File: src/rtl/core_rmw_seq.sv
// core_rmw_seq
// Sequences 6502 read-modify-write memory instructions (ASL/LSR/ROL/ROR/INC/DEC)
// around the shared combinational core ALU: bus read, optional dummy write of
// the original value, ALU pass, final write, then a one-cycle completion pulse
// carrying the written value and N/Z/C.
//
// Ports
//   clock, reset            core clock (rising edge), async active-high reset
//   start_valid/ready       request handshake; start_op/addr/carry latched on accept
//   bus_addr/rd/wr/wdata    CPU bus request; bus_rdata/bus_ready response
//   alu_ctl/lhs/carry       ALU operands (idle/zero outside the modify cycle)
//   alu_result/alu_cout     combinational ALU response
//   done_valid              one-cycle completion pulse
//   done_result/n/z/c       last written value and flags, held between completions
//   done_err                qualifies done_valid: illegal opcode, no bus activity
module core_rmw_seq #(
    parameter int unsigned ADDR_W      = 16,
    parameter bit          DUMMY_WRITE = 1'b1
) (
    input  logic              clock,
    input  logic              reset,
    input  logic              start_valid,
    output logic              start_ready,
    input  logic [3:0]        start_op,
    input  logic [ADDR_W-1:0] start_addr,
    input  logic              start_carry,
    output logic [ADDR_W-1:0] bus_addr,
    output logic              bus_rd,
    output logic              bus_wr,
    output logic [7:0]        bus_wdata,
    input  logic [7:0]        bus_rdata,
    input  logic              bus_ready,
    output logic [3:0]        alu_ctl,
    output logic [7:0]        alu_lhs,
    output logic              alu_carry,
    input  logic [7:0]        alu_result,
    input  logic              alu_cout,
    output logic              done_valid,
    output logic [7:0]        done_result,
    output logic              done_n,
    output logic              done_z,
    output logic              done_c,
    output logic              done_err
);

    localparam logic [3:0] OP_ROL = 4'h8;
    localparam logic [3:0] OP_DEC = 4'hD;
    localparam logic [3:0] OP_INC = 4'hC;

    typedef enum logic [2:0] {
        S_IDLE,
        S_READ,
        S_MODIFY,
        S_WRITE,
        S_DONE
    } state_t;

    state_t            state;
    state_t            state_nx;

    logic [3:0]        op_q;
    logic [ADDR_W-1:0] addr_q;
    logic              carry_q;
    logic              err_q;
    logic [7:0]        data_q;
    logic [7:0]        res_q;
    logic              cout_q;

    logic              accept;
    logic              start_legal;
    logic              modify_adv;
    logic              op_incdec;

    assign start_legal = (start_op >= OP_ROL) && (start_op <= OP_DEC);
    assign accept      = start_valid && start_ready;
    // Without the dummy write the modify cycle has no bus strobe to wait on.
    assign modify_adv  = !DUMMY_WRITE || bus_ready;
    assign op_incdec   = (op_q == OP_INC) || (op_q == OP_DEC);

    always_ff @(posedge clock or posedge reset) begin
        if (reset) begin
            state <= S_IDLE;
        end else begin
            state <= state_nx;
        end
    end

    always_comb begin
        state_nx    = state;
        start_ready = 1'b0;
        bus_addr    = '0;
        bus_rd      = 1'b0;
        bus_wr      = 1'b0;
        bus_wdata   = '0;
        alu_ctl     = '0;
        alu_lhs     = '0;
        alu_carry   = 1'b0;
        done_valid  = 1'b0;
        done_err    = 1'b0;

        case (state)
            S_IDLE: begin
                start_ready = 1'b1;
                if (accept) begin
                    state_nx = start_legal ? S_READ : S_DONE;
                end
            end
            S_READ: begin
                bus_addr = addr_q;
                bus_rd   = 1'b1;
                if (bus_ready) begin
                    state_nx = S_MODIFY;
                end
            end
            S_MODIFY: begin
                bus_addr  = addr_q;
                alu_ctl   = op_q;
                alu_lhs   = data_q;
                alu_carry = carry_q;
                if (DUMMY_WRITE) begin
                    bus_wr    = 1'b1;
                    bus_wdata = data_q;
                end
                if (modify_adv) begin
                    state_nx = S_WRITE;
                end
            end
            S_WRITE: begin
                bus_addr  = addr_q;
                bus_wr    = 1'b1;
                bus_wdata = res_q;
                if (bus_ready) begin
                    state_nx = S_DONE;
                end
            end
            S_DONE: begin
                start_ready = 1'b1;
                done_valid  = 1'b1;
                done_err    = err_q;
                if (accept) begin
                    state_nx = start_legal ? S_READ : S_DONE;
                end else begin
                    state_nx = S_IDLE;
                end
            end
            default: begin
                state_nx = S_IDLE;
            end
        endcase
    end

    always_ff @(posedge clock or posedge reset) begin
        if (reset) begin
            op_q        <= '0;
            addr_q      <= '0;
            carry_q     <= 1'b0;
            err_q       <= 1'b0;
            data_q      <= '0;
            res_q       <= '0;
            cout_q      <= 1'b0;
            done_result <= '0;
            done_n      <= 1'b0;
            done_z      <= 1'b0;
            done_c      <= 1'b0;
        end else begin
            if (accept) begin
                op_q    <= start_op;
                addr_q  <= start_addr;
                carry_q <= start_carry;
                err_q   <= !start_legal;
            end
            if (state == S_READ && bus_ready) begin
                data_q <= bus_rdata;
            end
            if (state == S_MODIFY && modify_adv) begin
                res_q  <= alu_result;
                // INC/DEC leave P.C untouched, so the request's carry is returned.
                cout_q <= op_incdec ? carry_q : alu_cout;
            end
            // Completion values only change on a successful final write, so an
            // error completion reports the previous operation's result and flags.
            if (state == S_WRITE && bus_ready) begin
                done_result <= res_q;
                done_n      <= res_q[7];
                done_z      <= (res_q == 8'h00);
                done_c      <= cout_q;
            end
        end
    end

endmodule

File: config.mk
export PLATFORM = sky130hd
export DESIGN_NAME = core_rmw_seq
export DESIGN_NICKNAME = d
export VERILOG_FILES = /design/src/rtl/core_rmw_seq.sv
export SDC_FILE = /design/constraint.sdc
export NUM_CORES = 1
export LEC_CHECK = 0
export ABC_AREA = 1
export CELL_PAD_IN_SITES_DETAIL_PLACEMENT = 1
export CELL_PAD_IN_SITES_GLOBAL_PLACEMENT = 2
export CORE_UTILIZATION = 38
export CTS_BUF_LIST = sky130_fd_sc_hd__clkbuf_8
export CTS_CLUSTER_SIZE = 8
export DETAILED_ROUTE_END_ITERATION = 10
export DONT_BUFFER_PORTS = 1
export MAX_ROUTING_LAYER = met4
export PLACE_DENSITY = 0.95
export SKIP_LAST_GASP = 1
export SLEW_MARGIN = 20
export SYNTH_ARGS = -nofsm -noshare
export SYNTH_HDL_FRONTEND = slang
export SYNTH_SLANG_ARGS = --single-unit
File: constraint.sdc
create_clock -name clock -period 3.4 [get_ports clock]
set_clock_uncertainty 0.15 [all_clocks]
set_input_delay 0.51 -clock clock [delete_from_list [all_inputs] [get_ports clock]]
set_output_delay 0.51 -clock clock [all_outputs]
set_load 0.02 [all_outputs]
==> metrics.cfg <==
[detailed_routing]
ant_nets=0
drt_iter0_markers=70
routedWlPerCell_um=14.9
viasPerCell=4.90
drc=0
dr_total_vias=1782
routed_wl_mm=5.42
firstDrtPassIters=4

[floorplan]
coreArea_mm2=0.00599
die_area_mm2=0.00658
rows=28
start_util_pct=39.7
pin_count=95
die_w_um=81.1
die_height_um=81.1

[timing]
period_needed_ns=2.48
max_slew_margin_pct=49.4
setup_viol=0
timing.final.crit_share_pct=73.0
worstMarginPinSlew_ns=0.756
hold_viol_final=0
rsz0062_at_grt=false
max_freq_mhz=403
slew_viol_final=0
tns_ns=0
worst_slack_ns=0.918

[clocking]
clockBufferDepth=2
holdBufCountCts=0
post_cts_buffers=0
tritoncts=built
clock_latency_ns=0.29
cts_resized=0
path_clk_slew_ns=0.09
root_buffer=clkbuf_8
cts_sinks=52
htreeDepth=2
cts_buffers=5

[critical_path]
crit_type=flop to output port
cp.arrival_ns=1.82
start_kind=flop
cp-end-kind=output port
crit_fanout=9
cp_data_required_time_ns=2.74

[synth]
synthTopCellsByArea=dfrtp_1 (55%), nand2_1 (8.7%), nor2_1 (8.4%)
avgSynthCellArea_um2=8.14
yosys_warnings=0
synth_top_area_cell=dfrtp_1
synth_area_mm2=0.00238
yosys.cell_types.count=22
seq_area_frac_synth_pct=54.7
syn-num-nets=334
yosysMostFrequentCell=nand2_1
synth_top_cell_area_share_pct=54.7
synth_common_cells=nand2_1 (55), nor2_1 (53), dfrtp_1 (52)
synthArstFlopShare_pct=100
synth_edf_count=0
synth_flop_cell=dfrtp_1
syn_inst=292
synth-seq-cells=52

[placement]
pre_cts_ws_ns=1.25
placed_cell_area_mm2=0.00241
io_buffers=0
dp_hpwl_mm=4.03
gp_congestion=0.845

[hold_path]
hp-class=input port to asynchronous set/reset pin

[run_status]
run_status=finished clean

[cells_and_area]
area_growth_syn_to_layout_pct=5.32
finish.instance_area_mm2=0.00250
utilization_pct=41.8
drive_above_1_share_pct=6.92
fin_nets=330
antenna_cells=0

[grt]
first_global_vias=1715
antenna_found_initial=0
grt_max_degree=53
grt_usage_pct=17.5
overflow=0
grt_pass1_wl_mm=8.41

[flow_run]
cap_violations=0

[power_and_ir_drop]
vdd_drop_max_v=0.000384
p_total_uw=2520
powerDensity_mw_per_mm2=1000
leakage_uw=0.00131

[final timing paths]
kind,start,endpoint,slack (ns),cells past startpoint
worst max-delay path,state[2]$_DFFE_PP0P_,bus_wdata[6],0.92,3
worst min-delay path,reset,done_result[1]$_DFFE_PP0P_,0.02,1
worst max register to register,state[0]$_DFFE_PP0P_,state[1]$_DFFE_PP0P_,1.33,4
worst min register to register,data_q[1]$_DFFE_PP0P_,data_q[1]$_DFFE_PP0P_,0.33,2
max in group asynchronous,reset,data_q[2]$_DFFE_PP0P_,2.65,1
min in group clock,alu_result[5],res_q[5]$_DFFE_PP0P_,0.18,2
[report_power, final]
part           switching, uW  leakage [uW]  internal (uW)
clock                    197     0.0000486            163
sequential               204      0.000622            901
combinational            814      0.000638            237
total                   1220       0.00131           1300
[critical path, cell delays in order, from the launching register on]
cell and delay (ns):
dfrtp_1 0.46, nor2_4 0.30, nand2_1 0.27, o22ai_1 0.49
[layer usage]
| layer | vias to the layer above | wire length, um | track usage [%] |
|---|---|---|---|
| met5 | - | 0 | - |
| met4 | 0 | 112 | 7.14 |
| met3 | 12 | 260 | 3.37 |
| met2 | 46 | 2590 | 27.4 |
| met1 | 832 | 2460 | 22.1 |
| li1 | 892 | - | - |
[state kept, by name, indices dropped and copies added (netlist names)]
| signal | flops |
|---|---|
| addr_q | 16 |
| data_q | 8 |
| done_result | 8 |
| res_q | 8 |
| op_q | 4 |
| state | 3 |
| carry_q | 1 |
| cout_q | 1 |
| done_c | 1 |
| done_z | 1 |
| err_q | 1 |
[through the flow]
step / hold WS (ns) / std cells
2_1_floorplan: 0.286 / 292
3_3_place_gp: 0.307 / 356
3_5_place_dp: 0.311 / 356
4_1_cts: 0.0484 / 364
5_1_grt: 0.0691 / 364
6_report: 0.0155 / 364
[area by class of cell]
class	instances	area, um2
clock buffer	6	82.6
inverter	47	180
sequential	52	1300
tap	75	93.8
clock inverter	2	11.3
fill	742	3490
multi-input combinational	182	835
[kinds of logic after synthesis]
group / Yosys count / synth area share (%)
AND/OR/NAND/NOR: 131 / 23.9
AO/OA/AOI/OAI: 51 / 11.2
flip-flops: 52 / 54.7
buffers and inverters: 58 / 10.2
[cells in the final DEF (no fill, tap or decap)]
cell and count:
nand3_4 1, nor2_8 1, clkbuf_8 6, nand2_1 55, nor2_1 53, nand4_1 1, nor2_2 2, o21ai_0 18
a21oi_1 21, dfrtp_1 52, inv_4 1, clkinv_2 1, nand2_2 3, clkinvlp_4 1, nor2_4 1, o22ai_1 8
inv_2 2, nand2_4 1, inv_1 44, nand3_1 12, and3_1 1, o21ai_1 4
Note: power is estimated with default switching activity, not from simulation.
